[config.mk]
export PLATFORM = sky130hd
export DESIGN_NAME = cmp_sched
export DESIGN_NICKNAME = d
export VERILOG_FILES = /design/src/rtl/cmp_sched.sv
export SDC_FILE = /design/constraint.sdc
export NUM_CORES = 1
export LEC_CHECK = 0
export ABC_AREA = 1
export ABC_CLOCK_PERIOD_IN_PS = 2900
export CORE_UTILIZATION = 30
export CTS_CLUSTER_SIZE = 20
export DETAILED_ROUTE_END_ITERATION = 8
export GPL_ROUTABILITY_DRIVEN = 1
export HOLD_SLACK_MARGIN = 0.15
export PLACE_DENSITY = 0.62
export SYNTH_ARGS = -nofsm -noshare
export SYNTH_HDL_FRONTEND = slang
export SYNTH_SLANG_ARGS = --single-unit
[constraint.sdc]
create_clock -name CLK -period 2.9 [get_ports CLK]
set_clock_uncertainty 0.1 [all_clocks]
set_input_delay 0.435 -clock CLK [delete_from_list [all_inputs] [get_ports CLK]]
set_output_delay 0.435 -clock CLK [all_outputs]
set_load 0.01 [all_outputs]
[src/rtl/cmp_sched.sv]
// Round-robin scheduler sharing one subtract/compare unit between NREQ requesters.
// Each accepted compare runs IDLE -> EXEC -> RESP and returns a 1-bit result tagged with its id.
module cmp_sched #(
   parameter int unsigned WIDTH = 8,
   parameter int unsigned NREQ  = 4,
   parameter int unsigned IDW   = 2
) (
   input  logic                  CLK,
   input  logic                  RESET,
   input  logic [NREQ-1:0]       req_valid,
   output logic [NREQ-1:0]       req_ready,
   input  logic [NREQ*WIDTH-1:0] req_a,
   input  logic [NREQ*WIDTH-1:0] req_b,
   input  logic [NREQ*2-1:0]     req_op,
   output logic                  rsp_valid,
   input  logic                  rsp_ready,
   output logic [IDW-1:0]        rsp_id,
   output logic                  rsp_result,
   output logic                  busy
);

   typedef enum logic [1:0] {StIdle, StExec, StResp} state_e;

   state_e           state_q;
   logic [IDW-1:0]   rr_ptr_q;
   logic [WIDTH-1:0] a_q, b_q;
   logic [1:0]       op_q;
   logic [IDW-1:0]   id_q;
   logic             rsp_valid_q;
   logic [IDW-1:0]   rsp_id_q;
   logic             rsp_result_q;

   logic             grant_vld;
   logic [IDW-1:0]   grant_id;
   logic [IDW-1:0]   grant_nxt;
   logic [WIDTH-1:0] a_sel, b_sel;
   logic [1:0]       op_sel;
   logic [WIDTH:0]   sum;
   logic             cout, zero, cmp_res;

   // Search starts at rr_ptr and wraps; the first valid requester wins.
   always_comb begin
      int unsigned idx;
      idx       = 0;
      grant_vld = 1'b0;
      grant_id  = '0;
      for (int unsigned k = 0; k < NREQ; k++) begin
         idx = int'(rr_ptr_q) + k;
         if (idx >= NREQ) begin
            idx = idx - NREQ;
         end
         if (!grant_vld && req_valid[idx]) begin
            grant_vld = 1'b1;
            grant_id  = IDW'(idx);
         end
      end
   end

   always_comb begin
      req_ready = '0;
      a_sel     = '0;
      b_sel     = '0;
      op_sel    = '0;
      for (int unsigned i = 0; i < NREQ; i++) begin
         if (grant_id == IDW'(i)) begin
            req_ready[i] = (state_q == StIdle) && grant_vld;
            a_sel        = req_a[i*WIDTH +: WIDTH];
            b_sel        = req_b[i*WIDTH +: WIDTH];
            op_sel       = req_op[i*2 +: 2];
         end
      end
   end

   assign grant_nxt = (grant_id == IDW'(NREQ - 1)) ? '0 : grant_id + 1'b1;

   // a + ~b + 1: carry-out means A>=B, all-zero difference means A==B.
   assign sum  = {1'b0, a_q} + {1'b0, ~b_q} + (WIDTH + 1)'(1);
   assign cout = sum[WIDTH];
   assign zero = (sum[WIDTH-1:0] == '0);

   always_comb begin
      cmp_res = 1'b0;
      unique case (op_q)
         2'b00: cmp_res = cout & ~zero;
         2'b01: cmp_res = cout;
         2'b10: cmp_res = ~cout;
         2'b11: cmp_res = zero;
         default: cmp_res = 1'b0;
      endcase
   end

   always_ff @(posedge CLK) begin
      if (RESET) begin
         state_q      <= StIdle;
         rr_ptr_q     <= '0;
         a_q          <= '0;
         b_q          <= '0;
         op_q         <= '0;
         id_q         <= '0;
         rsp_valid_q  <= 1'b0;
         rsp_id_q     <= '0;
         rsp_result_q <= 1'b0;
      end else begin
         unique case (state_q)
            StIdle: begin
               if (grant_vld) begin
                  a_q      <= a_sel;
                  b_q      <= b_sel;
                  op_q     <= op_sel;
                  id_q     <= grant_id;
                  rr_ptr_q <= grant_nxt;
                  state_q  <= StExec;
               end
            end
            StExec: begin
               rsp_result_q <= cmp_res;
               rsp_id_q     <= id_q;
               rsp_valid_q  <= 1'b1;
               state_q      <= StResp;
            end
            StResp: begin
               if (rsp_ready) begin
                  rsp_valid_q <= 1'b0;
                  state_q     <= StIdle;
               end
            end
            default: state_q <= StIdle;
         endcase
      end
   end

   assign rsp_valid  = rsp_valid_q;
   assign rsp_id     = rsp_id_q;
   assign rsp_result = rsp_result_q;
   assign busy       = (state_q != StIdle);

endmodule
Word level (Yosys, flattened, before mapping):

Index checks and enable logic that the tools add are counted.
W data, S select, Z words.

* bits in registers: 28
* bits in latches: 0
* memory bits (writable): 0
* bits in read-only memories: 0
* input bits: 79
* output and inout port bits: 9
* word-level logic and storage cells: 100
* memories kept: 0

* $add $sub $neg: 10
* multiply operators: 0
* div/mod/pow operators: 0
* order comparisons: 8
* equality and inequality tests: 10
* shift-type cells: 0
* multiplexer cells: 43
* bitwise operators: 4
* reduce and logical (&&, ||, !) cells: 16

Operators with widths (number)
* $lt A32 B3 Y1 const B: 4
* $mux W32: 4
* $mux W8: 8
* $mux W2: 11
* $mux W1: 13
* $sub A3 B3 Y4 const B: 3
* $eq A2 B2 Y1 const B: 5
* $add A8 B8 Y9: 1
* $add A9 B1 Y9 const B: 1
* $ge A3 B3 Y1 const B: 3
* $bmux W1 S2: 4
* $logic_not A8 Y1: 1
* $not A8 Y8: 1
* $add A2 B2 Y3 const B: 2
* $eq A2 B1 Y1 const B: 3
* $logic_not A2 Y1: 3
* $pmux W2 S3: 1
* $reduce_and A2 Y1: 3
* $logic_and A1 B1 Y1: 4
* $ne A2 B2 Y1 const B: 2
* $pmux W1 S4: 1
* $reduce_bool A2 Y1: 2
* $sub A2 B3 Y4 const B: 1
* $add A2 B1 Y3 const B: 1
* 6 further kinds: 9

Logic depth before layout (Yosys ltp):

Gate-level depths: netlist of run 1.

* depth in word-level cells: 19
* depth in mapped cells: 20
* depth with buffers taken out: 17

Worst setup path after synthesis of run 1:

OpenSTA, ideal clock, no wires.

* kind: flip-flop to output port
* from: register rr_ptr_q[0]
* to: output port req_ready[2]
* data arrival time: 2.467 ns
* data required time: 2.365 ns
* path slack: -0.102 ns
* stages on the path, launching flop included: 14
* buffers on the path: 3
* cell sequence: dfxtp_1 -> buf_6 -> xnor2_2 -> o21ai_2 -> or2_2 -> nand2_1 -> xor2_1 -> a21oi_1 -> inv_1 -> ha_1 -> clkbuf_1 -> inv_1 -> clkbuf_1 -> nor2_1

* cells in the longest elaborated chain, start to end: 16
* elaborated cells on any way between the ends: 40
* those cells by class: add/sub (7); order compare (4); eq/ne (1); mux (21); reduce/logical (7)

RTL lines
* from (decl): line 25 `logic [IDW-1:0] rr_ptr_q;`
* from (signal assigned): line 111 `rr_ptr_q <= grant_nxt;`
* parallel branches: the longest is 13 deep, another holds $sub A3 B3 Y4
* $mux W2 *: line 52 `if (!grant_vld && req_valid[idx]) begin`
* net grant_id[0]: line 34 `logic [IDW-1:0] grant_id;`
* $eq A2 B2 Y1 *: line 65 `if (grant_id == IDW'(i)) begin`
* $mux W1 *: line 65
* to (decl): line 11 `output logic [NREQ-1:0] req_ready,`

Mark *: on every way through the listed nets, which the timed path passes. The select of a mux whose other input is x is not followed.

Worst setup path in the final report of run 1:

* from: register rr_ptr_q[1]
* to: output port req_ready[1]

* cells in the longest elaborated chain, start to end: 16
* elaborated cells on any way between the ends: 40
* those cells by class: add/sub (7); order compare (4); eq/ne (1); mux (21); reduce/logical (7)

RTL lines (line)
* parallel branches: the longest is 15 deep, another holds $sub A3 B3 Y4
* $mux W1 *: 65

Mark *: on every way between the ends. The select of a mux whose other input is x is not followed.

==> results of run 1 <==
[layer usage]
layer | share of wire, % | up-vias | GRT usage (%) | routed length [um]
li1 | - | 1451 | - | -
met1 | 40 | 1237 | 18.90 | 2871
met2 | 53 | 59 | 35.73 | 3819
met3 | 4.3 | 16 | 3.693 | 310
met4 | 2.2 | 0 | 4.906 | 159
met5 | 0 | - | 0 | 0
[final timing paths]
kind	startpoint	slack (ps)	to	depth (start not counted)
hold reg to reg	rsp_result	390	rsp_result	2
setup reg to reg	rr_ptr_q[1]	130	a_q[7]	17
hold / removal	rsp_result	390	rsp_result	2
setup / recovery	rr_ptr_q[1]	30	req_ready[1]	12
[repair_timing]
action,in CTS,in global routing
endpoints found under the setup margin,22,22
buffers inserted,6,6
hold buffers,0,0
gates resized for setup,38,49
pin swaps,9,18
[flip-flops by register name, indices dropped and copies added, names as in the netlist]
name / count
id_q: 2
a_q: 8
rsp_result: 1
rr_ptr_q: 2
rsp_valid: 1
rsp_id: 2
b_q: 8
state_q: 2
op_q: 2
[stage by stage]
stage | util [%] | power (uW) | TNS [ps] | instances
after floorplan | - | 3363 | 0 | 373
after global placement | 45.62 | 4389 | -6526 | 561
after detailed placement | 45.62 | 4440 | -9147 | 561
after CTS | 47.48 | 4908 | -11.89 | 570
after global routing | 50.86 | 6018 | -737.3 | 575
final | 50.86 | 5359 | 0 | 575
[cells by family after synthesis]
| logic type | share of synthesized area, % |
|---|---|
| flip-flops | 24.64 |
| buffers and inverters | 12.21 |
| adder cells (fa/ha/maj) | 7.481 |
| AND/OR/NAND/NOR | 28.49 |
| XOR/XNOR | 1.100 |
| AO/OA/AOI/OAI | 26.07 |
[tightest hold or removal path: cells and delay by family, from the launching register on]
family | cells | cell delay, ps
flip-flops | 1 | 330
AND/OR/NAND/NOR | 1 | 70
AO/OA/AOI/OAI | 1 | 60
[power breakdown]
group          total [uW]  switching, uW  internal, uW
logic                4410           2530          1880
clock network         303            118           185
registers             643            102           542
[area by class of cell]
type	instances	share of cell area (%)
Multi-Input combinational cell	282	44.40
Timing Repair Buffer	117	30.36
Sequential cell	28	15.22
Inverter	45	4.757
Tap cell	99	3.340
Clock buffer	3	1.113
Clock inverter	1	0.8097
[synth_stat cells]
master    instances
nand2_1          84
a21oi_1          48
inv_1            42
o21ai_0          42
nand3_1          34
dfxtp_1          28
nor2_1           22
o21ai_1          20
ha_1             12
clkbuf_1         10
buf_6             5
nand2_2           3
buf_1             2
clkinv_1          2
nand4_1           2
o21ai_2           2
or2_2             2
a211oi_1          1
a311oi_1          1
and2_1            1
buf_2             1
fa_1              1
inv_4             1
nand2_4           1
nand3b_1          1
nor2_2            1
nor3_1            1
o31a_1            1
xnor2_2           1
xor2_1            1
==> impl_metrics.env, run 1 <==
export IMPL_worst_slew_pin_slew_ps=627.9
export IMPL_max_freq_mhz=348.9
export IMPL_fin_area_sq_um=3709
export IMPL_maxSlewViolCount=0
export IMPL_period_share_pct=98.82
export IMPL_slowest_delay_ps=510
export IMPL_place_area_sq_um=3327
export IMPL_crit_path_end_kind="output port"
export IMPL_drt_pass1_iter_count=6
export IMPL_core_sq_um=7292
export IMPL_yosys_warnings=0
export IMPL_drt_iter0_drc=71
export IMPL_status="completed"
export IMPL_antenna_left=0
export IMPL_ys_types=30
export IMPL_cts_clk_slew_worst_paths_ps=100
export IMPL_drive_above_1_share_pct=18.07
export IMPL_rsz0062_at_grt="true"
export IMPL_maxCapViolCount=0
export IMPL_path_delay_family="simple AND/OR/NAND/NOR gates"
export IMPL_h_tree_depth=1
export IMPL_worstPathRequired_ps=2370
export IMPL_worst_skew_pair_late_latency_ps=280
export IMPL_grt_antenna_before_repair=0
export IMPL_antenna_cells=0
export IMPL_cts_inserted_buffers=3
export IMPL_grt_pass1_vias=2617
export IMPL_pre_cts_ws_ps=-611.6
export IMPL_fin_crit_ps=2866
export IMPL_drcViolationCount=0
export IMPL_io_pins=88
export IMPL_start_util_pct=31.19
export IMPL_die_w_um=89.08
export IMPL_leakagePower_uw=0.001685
export IMPL_vias_per_cell=4.805
export IMPL_avgSynthCellArea_sq_um=6.098
export IMPL_syn_inst=373
export IMPL_synth_area_leaders="dfxtp_1 25%, nand2_1 14%, a21oi_1 11%, o21ai_0 9.2%, nand3_1 7.5%"
export IMPL_grt_overflow=0
export IMPL_final_cell_mix="79 x clkdlybuf4s50_1, 76 x nand2_1, 44 x a21oi_1, 37 x o21ai_0, 35 x inv_1"
export IMPL_dieArea_sq_um=7934
export IMPL_cts_root_buf="clkbuf_8"
export IMPL_syn2layout_area_growth_pct=63.04
export IMPL_yosysSeqAreaShare_pct=24.64
export IMPL_ir_drop_mv=0.9316
export IMPL_wirelength_um=7160
export IMPL_p_per_area_nw_per_um2=1445
export IMPL_dpl_hpwl_um=5340
export IMPL_clkSinkCount=28
export IMPL_crit_buf_inv=4
export IMPL_synth_top_area_share_pct=24.64
export IMPL_setup_viol_count_final=0
export IMPL_worst_path_max_delay_cell="dfxtp_1"
export IMPL_globalplace_congestion=0.8314
export IMPL_final_common_cell="clkdlybuf4s50_1"
export IMPL_cts_tree="done"
export IMPL_crit_path_start_kind="flip-flop"
export IMPL_die_h_um=89.08
export IMPL_whs_ps=394.2
export IMPL_synth_largest_area_cell="dfxtp_1"
export IMPL_critical_path_class="reg -> out"
export IMPL_path_max_fanout=3
export IMPL_nFillCells=736
export IMPL_grt_max_degree=42
export IMPL_grt_pass1_wl_um=11230
export IMPL_hold_viol=0
export IMPL_vias=2763
export IMPL_cp_arrival_ps=2330
export IMPL_multi_input_area_sq_um=1647
export IMPL_fin_nets=569
export IMPL_cts_buffer_depth=2
export IMPL_synth_seq_cells=28
export IMPL_wire_per_inst_um=12.45
export IMPL_grt_usage_pct=17.93
export IMPL_synth_fp_nets=465
export IMPL_min_path_type="reg -> reg"
export IMPL_synth_area_sq_um=2275
export IMPL_seqCellArea_sq_um=564.3
export IMPL_floorplan_rows=31
export IMPL_layout_setup_ws_ps=34.09
export IMPL_slew_limit_headroom_pct=58.09
export IMPL_io_buffer_count=87
export IMPL_path_cells="inv_1 > and2_4 > a21oi_4 > nand3_4 > or2_4 > nand3_2 > nand2_2 > buf_4 > ha_4 > inv_4 > nor2_2 > buf_2"
Power figures use the tool's default switching activity.
==> run 2, diff against run 1 <==
- CORE_ASPECT_RATIO: default -> 1.75
==> run 2 against run 1 <==
First-iteration DRC count up 9.9%. Critical endpoint unchanged. Clock power up 34%. Sequential power about the same. Global-route usage up 0.63 points. Sequential share of layout area up 0.056 points. Largest power group unchanged. Register-to-register slack about the same. Largest cell class unchanged. Cell area down 0.81%. Worst hold slack worse by 24 ps.
==> impl_metrics.env, run 2 (synthesis gave the netlist of run 1 again) <==
export IMPL_sw_frac_of_total_pct=51.32
export IMPL_core_sq_um=7284
export IMPL_vias_per_cell=4.732
export IMPL_p_seq_share_pct=11.8
export IMPL_ir_drop_mv=1.706
export IMPL_cts_inserted_buffers=3
export IMPL_cts_tree="done"
export IMPL_drt_pass1_iter_count=4
export IMPL_critical_path_class="reg -> out"
export IMPL_fin_util_pct=50.50
export IMPL_dieArea_sq_um=7948
export IMPL_cts_root_buf="clkbuf_16"
export IMPL_final_cell_mix="79 x clkdlybuf4s50_1, 78 x nand2_1, 44 x a21oi_1, 39 x o21ai_0, 37 x inv_1"
export IMPL_io_pins=88
export IMPL_cp_arrival_ps=2310
export IMPL_seqCellArea_sq_um=561.8
export IMPL_r2r_cells=18
export IMPL_clkSinkCount=28
export IMPL_worst_path_max_delay_cell="dfxtp_2"
export IMPL_pre_cts_ws_ps=-549.1
export IMPL_cts_clk_slew_worst_paths_ps=70
export IMPL_status="completed"
export IMPL_path_cells="buf_4 > nand2_1 > o21ai_2 > nand2_2 > o21ai_4 > or2_4 > nand2_4 > xor2_4 > a21oi_4 > buf_6 > ha_4 > inv_4 > nor2_2 > buf_2"
export IMPL_whs_ps=370.6
export IMPL_layout_setup_ws_ps=51.93
export IMPL_maxSlewViolCount=0
export IMPL_cts_buffer_depth=2
export IMPL_drive_above_1_share_pct=16.91
export IMPL_syn2layout_area_growth_pct=61.72
export IMPL_antenna_left=0
export IMPL_slew_limit_headroom_pct=58.16
export IMPL_grt_pass1_wl_um=11280
export IMPL_start_util_pct=31.23
export IMPL_final_common_cell="clkdlybuf4s50_1"
export IMPL_crit_path_end_kind="output port"
export IMPL_worst_slew_pin_slew_ps=626.9
export IMPL_max_freq_mhz=351.1
export IMPL_die_h_um=117.2
export IMPL_grt_pass1_vias=2536
export IMPL_grt_usage_pct=18.56
export IMPL_hold_viol=0
export IMPL_p_per_area_nw_per_um2=1476
export IMPL_fin_crit_ps=2848
export IMPL_multi_input_area_sq_um=1639
export IMPL_slowest_delay_ps=390
export IMPL_pwr_share_clk_pct=7.5
export IMPL_holdPathStages=2
export IMPL_vias=2645
export IMPL_p_sw_uw=2786
export IMPL_drt_iter0_drc=78
export IMPL_floorplan_rows=41
export IMPL_wirelength_um=7070
export IMPL_maxCapViolCount=0
export IMPL_nFillCells=748
export IMPL_min_path_type="reg -> reg"
export IMPL_period_share_pct=98.21
export IMPL_h_tree_depth=1
export IMPL_p_comb_share_pct=80.7
export IMPL_grt_overflow=0
export IMPL_fin_nets=566
export IMPL_dpl_hpwl_um=5479
export IMPL_path_max_fanout=5
export IMPL_io_buffer_count=87
export IMPL_crit_path_start_kind="flip-flop"
export IMPL_placedCellCount=551
export IMPL_drcViolationCount=0
export IMPL_wire_per_inst_um=12.65
export IMPL_grt_antenna_before_repair=0
export IMPL_p_int_uw=2643
export IMPL_globalplace_congestion=0.8025
export IMPL_biggestRegsByFlops="a_q (8), b_q (8)"
export IMPL_leakagePower_uw=0.001689
export IMPL_die_w_um=67.83
export IMPL_worstPathRequired_ps=2370
export IMPL_stdcell_count=559
export IMPL_grt_max_degree=42
export IMPL_setup_viol_count_final=0
export IMPL_worst_skew_pair_late_latency_ps=260
export IMPL_antenna_cells=0
-- run 2: final cells by class --
type | instances | share of cell area [%]
sequential | 28 | 15.27
tap | 86 | 2.925
inverter | 45 | 4.728
clock buffer | 3 | 2.041
timing repair buffer | 114 | 29.66
clock inverter | 1 | 0.8163
multi-input combinational | 282 | 44.56
-- run 2: what timing repair did --
action / CTS / global route
pin swaps: 11 / 16
gates resized for setup: 37 / 43
endpoints found under the setup margin: 22 / 22
buffers inserted: 2 / 2
hold endpoints to repair: 0 / 0
hold buffers: 0 / 0
-- run 2: path summary, 6_finish.rpt --
kind / from / end / slack, ps
worst max-delay path: rr_ptr_q[0] / req_ready[1] / 50
worst min-delay path: rsp_result / rsp_result / 370
worst max register to register: rr_ptr_q[0] / b_q[6] / 130
worst min register to register: rsp_result / rsp_result / 370
-- run 2: layer usage --
| layer | share of wire (%) | wire length, um | vias up | track usage [%] |
|---|---|---|---|---|
| met5 | 0 | 0 | - | 0 |
| met4 | 3.1 | 217 | 0 | 7.500 |
| met3 | 2.8 | 198 | 15 | 2.326 |
| met2 | 55 | 3917 | 59 | 34.32 |
| met1 | 39 | 2737 | 1137 | 20.63 |
| li1 | - | - | 1434 | - |
-- run 2: stage by stage --
stage | setup TNS (ps) | area, sq um | power [uW]
4_1_cts | 0 | 3482 | 4973
2_1_floorplan | 0 | 2280 | 3363
6_report | 0 | 3679 | 5429
3_5_place_dp | -7677 | 3321 | 4449
3_3_place_gp | -6600 | 3321 | 4417
5_1_grt | -187.4 | 3679 | 6018
-- run 2: critical path: cells and delay by family, from the launching register on --
kind | cells | cell delay [ps]
DFF | 1 | 390
buffers and inverters | 4 | 460
and+or+nand+nor | 5 | 490
xor gates and xnor gates | 1 | 160
adders and majority gates | 1 | 160
AOI/OAI and AO/OA | 3 | 370
-- run 2: power by group through the flow --
stage | logic (uW) | clock network (uW) | registers [uW]
after floorplan | 2740 | 0 | 622
after global placement | 3780 | 0 | 638
after detailed placement | 3810 | 0 | 641
after CTS | 3920 | 415 | 638
after global routing | 4930 | 428 | 660
final | 4380 | 406 | 642
==> run 3, diff against run 2 <==
- ABC_CLOCK_PERIOD_IN_PS: 2900 -> 2810
- PLACE_DENSITY: 0.62 -> 0.6
- clock period: 2.9 -> 2.81 ns (I/O delays scaled with it)
==> run 3 against run 2 <==
Total power grew 3.4%. Setup slack lost 46 ps. Sequential share of layout area grew 0.17 points. Critical path type unchanged. Largest cell class unchanged.
==> impl_metrics.env, run 3 (synthesis gave the netlist of run 1 again) <==
export IMPL_dieArea_sq_um=7948
export IMPL_wirelength_um=7064
export IMPL_pwr_share_clk_pct=6.3
export IMPL_slew_limit_headroom_pct=58.02
export IMPL_start_util_pct=31.23
export IMPL_wire_per_inst_um=12.57
export IMPL_worstPathRequired_ps=2290
export IMPL_rsz0062_at_grt="true"
export IMPL_vias=2706
export IMPL_fin_area_sq_um=3662
export IMPL_floorplan_rows=41
export IMPL_antenna_cells=0
export IMPL_setup_viol_count_final=0
export IMPL_place_area_sq_um=3348
export IMPL_vias_per_cell=4.815
export IMPL_die_w_um=67.83
export IMPL_whs_ps=377.4
export IMPL_sw_frac_of_total_pct=51.22
export IMPL_leakagePower_uw=0.001671
export IMPL_period_share_pct=99.80
export IMPL_critical_path_class="reg -> out"
export IMPL_grt_pass1_vias=2662
export IMPL_globalplace_congestion=0.7897
export IMPL_cts_tree="done"
export IMPL_grt_max_degree=37
export IMPL_cp_arrival_ps=2280
export IMPL_drive_above_1_share_pct=17.44
export IMPL_syn2layout_area_growth_pct=61.00
export IMPL_status="completed"
export IMPL_p_seq_share_pct=11.9
export IMPL_dpl_hpwl_um=5546
export IMPL_p_comb_share_pct=81.7
export IMPL_placedCellCount=551
export IMPL_p_sw_uw=2876
export IMPL_stdcell_count=562
export IMPL_maxCapViolCount=0
export IMPL_fin_crit_ps=2804
export IMPL_cts_buffer_depth=2
export IMPL_antenna_left=0
export IMPL_hold_viol=0
export IMPL_drcViolationCount=0
export IMPL_io_pins=88
export IMPL_cts_inserted_buffers=3
export IMPL_drt_pass1_iter_count=4
export IMPL_io_buffer_count=87
export IMPL_drt_iter0_drc=84
export IMPL_cts_clk_slew_worst_paths_ps=70
export IMPL_grt_usage_pct=18.86
export IMPL_crit_path_start_kind="flip-flop"
export IMPL_worst_slew_pin_slew_ps=629.0
export IMPL_biggestRegsByFlops="a_q (8), b_q (8)"
export IMPL_min_path_type="reg -> reg"
export IMPL_die_h_um=117.2
export IMPL_fin_nets=569
export IMPL_final_common_cell="nand2_1"
export IMPL_ir_drop_mv=1.429
export IMPL_nFillCells=766
export IMPL_path_max_fanout=7
export IMPL_p_int_uw=2740
export IMPL_final_cell_mix="81 x nand2_1, 79 x clkdlybuf4s50_1, 43 x a21oi_1, 39 x o21ai_0, 36 x inv_1"
export IMPL_grt_pass1_wl_um=11490
export IMPL_crit_path_end_kind="output port"
export IMPL_core_sq_um=7284
export IMPL_h_tree_depth=1
export IMPL_grt_antenna_before_repair=0
export IMPL_cts_root_buf="clkbuf_16"
export IMPL_maxSlewViolCount=0
export IMPL_p_per_area_nw_per_um2=1533
export IMPL_clkSinkCount=28
export IMPL_worst_skew_pair_late_latency_ps=270
export IMPL_max_freq_mhz=356.6
export IMPL_grt_overflow=0
==> run 3: changes by cell type in the layout (fill, tap and decap cells not counted), moves of 2 or more <==
| cell | change |
|---|---|
| dlygate4sd2_1 | +4 |
| dlymetal6s2s_1 | -4 |
| a21oi_2 | +3 |
| nand2_1 | +3 |
| nand2_2 | -3 |
| o21ai_2 | +3 |
| a21oi_4 | -2 |
| buf_12 | +2 |
| o21ai_4 | -2 |
==> run 3: routing by layer <==
layer,global-route usage (%),part of all wire [%],up-vias
met2,35.45,56,67
li1,-,-,1436
met5,0,0,-
met3,1.066,2.3,18
met1,20.18,38,1185
met4,10.14,3.6,0
==> run 3: layout make-up <==
cell class	instances	area, sq um	share of cell area (%)
clock buffer	4	88.84	2.426
inverter	45	180.2	4.920
tap	86	107.6	2.938
multi-input combinational	282	1593	43.49
sequential	28	565.5	15.44
timing repair buffer	117	1127	30.78
==> run 3: worst max-delay path, stage by stage, from the launching register on <==
cell and delay [ps]:
dfxtp_4 410, inv_1 110, o21ai_2 250, o21ai_4 90, or2_4 260, nand2_4 60
xor2_2 180, a21oi_2 70, buf_6 140, inv_6 60, ha_4 130, inv_1 30
nor2_1 80, buf_2 140
==> run 3: per-stage QoR <==
step	TNS (ps)	setup WS (ps)	utilization, %	total power (uW)
global placement	-8998	-597.2	45.96	4636
finish	0	5.669	50.27	5616
CTS	0	0.1235	48.83	5308
global route	-477.7	-70.11	50.27	6222
detailed placement	-10400	-643.5	45.96	4672
floorplan	-74.19	-74.19	-	3484
==> run 3: power by group through the flow <==
stage / clock network [uW] / registers, uW / logic, uW
floorplan: 0 / 642 / 2840
global placement: 0 / 667 / 3970
detailed placement: 0 / 667 / 4000
CTS: 363 / 670 / 4280
global route: 385 / 691 / 5150
finish: 356 / 671 / 4590
==> run 3: worst paths after layout <==
path / from / endpoint / slack [ps] / depth (start not counted)
worst min-delay path: rsp_result / rsp_result / 380 / 2
worst max-delay path: rr_ptr_q[0] / req_ready[0] / 6 / 13
worst min register to register: rsp_result / rsp_result / 380 / 2
worst max register to register: rr_ptr_q[0] / op_q[0] / 70 / 16
==> run 3: what timing repair did <==
item                                    in CTS  in global routing
hold buffers                                 0                  0
endpoints found under the setup margin      22                 22
setup buffers                                4                  3
pin swaps                                   10                 10
gates resized for setup                     56                 21
==> RTL change 1 (config.mk and constraints of run 2) <==
`IDW`: 2 -> 1.
--- a/src/rtl/cmp_sched.sv
+++ b/src/rtl/cmp_sched.sv
@@ -5,3 +5,3 @@
    parameter int unsigned NREQ  = 4,
-   parameter int unsigned IDW   = 2
+   parameter int unsigned IDW   = 1
 ) (
Ports: changed (resized rsp_id); port bits go from 88 to 87. No check against the original RTL was run, so the function may have changed too.
==> RTL change 1 against run 2 <==
Core utilization decreased by 7.2 points. Design area decreased by 37%. Sequential cell count decreased by 3. Largest cell class unchanged. Routed wire length decreased by 43%. Highest routed layer unchanged. Power decreased by 75%. Via count decreased by 34%. Area after synthesis decreased by 26%. Setup slack improved by 0.13 ns.
==> RTL change 1: results (changes against run 2) <==
outcome: "completed"
async_flop_share_pct: 0  # unchanged
gp_congestion: 0.8494  # +5.8%
netlist_top_cells_count: "nand2_1 (109), inv_1 (50), dfxtp_1 (25)"
hp-class: "flop to flop"
peakVddDrop_uv: 315.7  # -81%
max_slew_margin_pct: 59.08  # +0.92 points
cts_resized: 0  # -100%
syn-num-nets: 361  # -22%
cp_slowest_stage_delay_ns: 0.58  # +0.19 ns
portBuffers: 50  # -43%
clock.fmax_mhz: 367.3  # +4.6%
switching_share_pct: 40.12  # -11 points
clock_latency_ns: 0.26  # about the same
p_leak_nw: 1.186  # -30%
cts_setup_buffers: 0  # -2
clockBufferDepth: 2  # unchanged
synth_cell_types: 26  # -13%
dpl_worst_slack_ns: 0.1771  # +0.7262 ns
grt_use_total_pct: 15.19  # -3.4 points
holdPathStages: 2  # unchanged
regArea_um2: 500.5  # -11%
nets: 413  # -27%
post_route_cells_drive_above_1_share_pct: 5.556  # -11 points
root_buffer: "clkbuf_8"
insertedDiodeCount: 0  # unchanged
synth_area_leaders: "dfxtp_1 (30%), nand2_1 (24%), inv_1 (11%)"
grt_max_degree: 21  # -50%
synth_area_per_cell_um2: 6.174  # +1.2%
wl_per_cell_um: 10.16  # -20%
cp.arrival_ns: 2.19  # -0.12 ns
drt-pass1-iter-count: 4  # unchanged
grt_pass1_wl_mm: 6.982  # -38%
reg2reg_slack_ns: 0.78  # +0.65 ns
cts_max_level: 1  # unchanged
reg2regPathDepth: 14  # -4
clk_pin_slew_worst_paths_ns: 0.09  # +0.02 ns
ys_seq_area_share_pct: 29.70  # +5.1 points
crit_fanout: 4  # -1
grt_pass1_vias: 1721  # -32%
cts_buffers: 3  # unchanged
fillers: 641  # -14%
holdWs_ns: 0.3831  # +0.01258 ns
vias: 1755  # -34%
placed_area_um2: 2268  # -32%
drtIter0Drc: 22  # -72%
cp_slowest_cell: "clkdlybuf4s50_1"
vias_per_cell: 4.410  # -6.8%
place_inst: 394  # -28%
dp_hpwl_mm: 3.264  # -40%
==> RTL change 1: metal layers <==
metal / up-vias / global-route usage (%) / share of wire, %
li1: 940 / - / -
met1: 781 / 16.34 / 42
met2: 29 / 29.00 / 53
met3: 5 / 1.277 / 3.2
met4: 0 / 6.960 / 2.4
met5: - / 0 / 0
==> RTL change 1: worst max-delay path: cells and delay by family <==
family | cells | cell delay (ns)
and+or+nand+nor | 3 | 0.23
buffers and inverters | 3 | 1.17
AOI/OAI and AO/OA | 2 | 0.36
==> RTL change 1: layout make-up <==
cell class | count | share of cell area (%)
multi-input combinational | 186 | 40.08
timing repair buffer | 57 | 23.90
sequential | 25 | 21.63
inverter | 52 | 8.437
tap | 74 | 4.002
clock buffer | 4 | 1.947
==> RTL change 1: power groups by stage <==
| stage | combinational (W) | sequential [W] | clock, W |
|---|---|---|---|
| after floorplan | 0.000517 | 0.000434 | 0 |
| after global placement | 0.000732 | 0.000437 | 0 |
| after detailed placement | 0.000741 | 0.000436 | 0 |
| after CTS | 0.000746 | 0.000429 | 0.000215 |
| after global routing | 0.000846 | 0.000437 | 0.000234 |
| final | 0.000735 | 0.000428 | 0.000208 |
==> RTL change 1: worst paths after layout <==
kind | to | from
min | rsp_result | rsp_result
max reg2reg | rsp_result | a_q[0]
max | req_ready[1] | req_valid[3]
min reg2reg | rsp_result | rsp_result
==> RTL change 1: logic make-up after synthesis <==
family                     synth area share, %
AOI/OAI and AO/OA                        10.10
buffers and inverters                    15.29
and+or+nand+nor                          37.79
DFF                                      29.70
adders and majority gates                7.127
==> RTL change 2 (settings of run 2) <==
Without the edit above. The 3 states of `state_e` get a one-hot encoding in 3 bits.
--- a/src/rtl/cmp_sched.sv
+++ b/src/rtl/cmp_sched.sv
@@ -21,3 +21,3 @@
 
-   typedef enum logic [1:0] {StIdle, StExec, StResp} state_e;
+   typedef enum logic [2:0] {StIdle = 3'b001, StExec = 3'b010, StResp = 3'b100} state_e;
 
Check against the original RTL: same outputs for any inputs over 10 cycles, from zero or initial values and one cycle with RESET high; not proved beyond that.
==> RTL change 2 against run 2 <==
First-iteration DRC count up 21%. Critical endpoint is now req_ready[0]. Register-to-register slack better by 0.05 ns. Largest power group unchanged. Sequential cell count up 1. Setup slack better by 0.035 ns. Fmax up 1.2%. Sequential share of layout area up 0.26 points. Area after synthesis up 4.8%. Routed wire length up 1.8%. Power down 4.0%. Design area up 2.5%. Via count up 6.2%. Critical path depth unchanged.
==> RTL change 2: results (changes against run 2) <==
outcome: "completed"
dp_hpwl_mm: 5.677  # +3.6%
grt_pass1_wl_mm: 11.66  # +3.4%
antenna_found_initial: 0  # unchanged
p_leak_nw: 1.731  # +2.5%
drtIter0Drc: 94  # +21%
hp-class: "flop to flop"
grt_pass1_vias: 2691  # +6.1%
max_slew_margin_pct: 79.40  # +21 points
syn-num-nets: 473  # +1.7%
wl_per_cell_um: 12.53  # -0.91%
gp_congestion: 0.8666  # +8.0%
grt_max_degree: 42  # unchanged
clock_latency_ns: 0.27
cts_max_level: 2  # +1
clk_pin_slew_worst_paths_ns: 0.05  # -0.02 ns
post_route_cells_drive_above_1_share_pct: 16.67  # -0.25 points
cp_top_family: "buffers and inverters"
placed_area_um2: 3391  # +2.1%
power.internal_w: 0.002588  # -2.1%
netlist_top_cells_count: "nand2_1 (87), a21oi_1 (48), inv_1 (43)"
cp_slowest_stage_delay_ns: 0.41  # +0.02 ns
synth_cell_types: 33  # +10%
insertedDiodeCount: 0  # unchanged
largestRegisters: "a_q: 8 flops, b_q: 8 flops, state_q: 3 flops"
portBuffers: 87  # unchanged
fillers: 774  # +3.5%
synth_area_leaders: "dfxtp_1 (24%), nand2_1 (14%), a21oi_1 (10%)"
cp_slowest_cell: "dfxtp_4"
peakVddDrop_uv: 921.4  # -46%
vias_per_cell: 4.892  # +3.4%
cp.arrival_ns: 2.28  # -0.03 ns
nets: 577  # +1.9%
grt_use_total_pct: 17.12  # -1.4 points
cts_buffers: 5  # +2
ys_seq_area_share_pct: 24.34  # -0.30 points
yosysWarnings: 0  # unchanged
-- RTL change 2: worst min-delay path: stages, from the launching register on --
cell     delay, ns
dfxtp_1       0.31
inv_1         0.05
a21oi_1       0.05
-- RTL change 2: cell families after synthesis --
kind of cell,count (synthesis),share of synthesized area (%)
simple gates,152,27.86
compound gates,119,26.18
buf+inv,66,12.96
flops,29,24.34
fa+ha+maj,13,7.135
xor+xnor,2,1.522
-- RTL change 2: worst paths after layout --
path	from	end	slack (ns)
worst max register to register	rr_ptr_q[0]	b_q[1]	0.18
worst min-delay path	rsp_id[0]	rsp_id[0]	0.35
worst max-delay path	rr_ptr_q[0]	req_ready[0]	0.09
worst min register to register	rsp_id[0]	rsp_id[0]	0.35
-- RTL change 2: per-layer routing --
layer / global-route usage [%] / up-vias / share of wire [%]
met3: 1.595 / 15 / 3.3
met4: 9.056 / 0 / 3.0
met1: 17.75 / 1243 / 38
met2: 33.01 / 81 / 56
met5: 0 / - / 0
li1: - / 1469 / -
-- RTL change 2: metrics by stage --
step	total power, W	setup WS, ns	std cells	util (%)	setup TNS [ns]
after floorplan	0.003316	0.07215	381	-	0
after global placement	0.004240	-0.3987	555	44.50	-4.290
after detailed placement	0.004267	-0.4602	555	44.50	-5.031
after CTS	0.005033	-0.005111	569	47.72	-0.005111
after global routing	0.005770	-0.06940	574	49.49	-0.7026
final	0.005210	0.08681	574	49.49	0
-- RTL change 2: final cells by class --
| type | count | share of cell area, % |
|---|---|---|
| multi-input cells | 286 | 42.77 |
| repair buffers | 116 | 29.06 |
| flip-flops and latches | 29 | 15.53 |
| inverters | 47 | 5.143 |
| clock buffers | 7 | 3.782 |
| well taps | 88 | 2.920 |
| clock inverters | 1 | 0.7963 |
-- RTL change 2: timing repair --
item	CTS	global route
pin swaps	8	15
gates resized for setup	34	36
endpoints found under the setup margin	4	22
buffers inserted	6	6
gates cloned	0	0
-- RTL change 2: power by group through the flow --
stage | Combinational, W | Clock (W) | Sequential, W
6_report | 0.00396 | 0.000589 | 0.000660
5_1_grt | 0.00447 | 0.000621 | 0.000679
4_1_cts | 0.00378 | 0.000603 | 0.000647
3_5_place_dp | 0.00361 | 0 | 0.000652
3_3_place_gp | 0.00359 | 0 | 0.000651
2_1_floorplan | 0.00268 | 0 | 0.000634
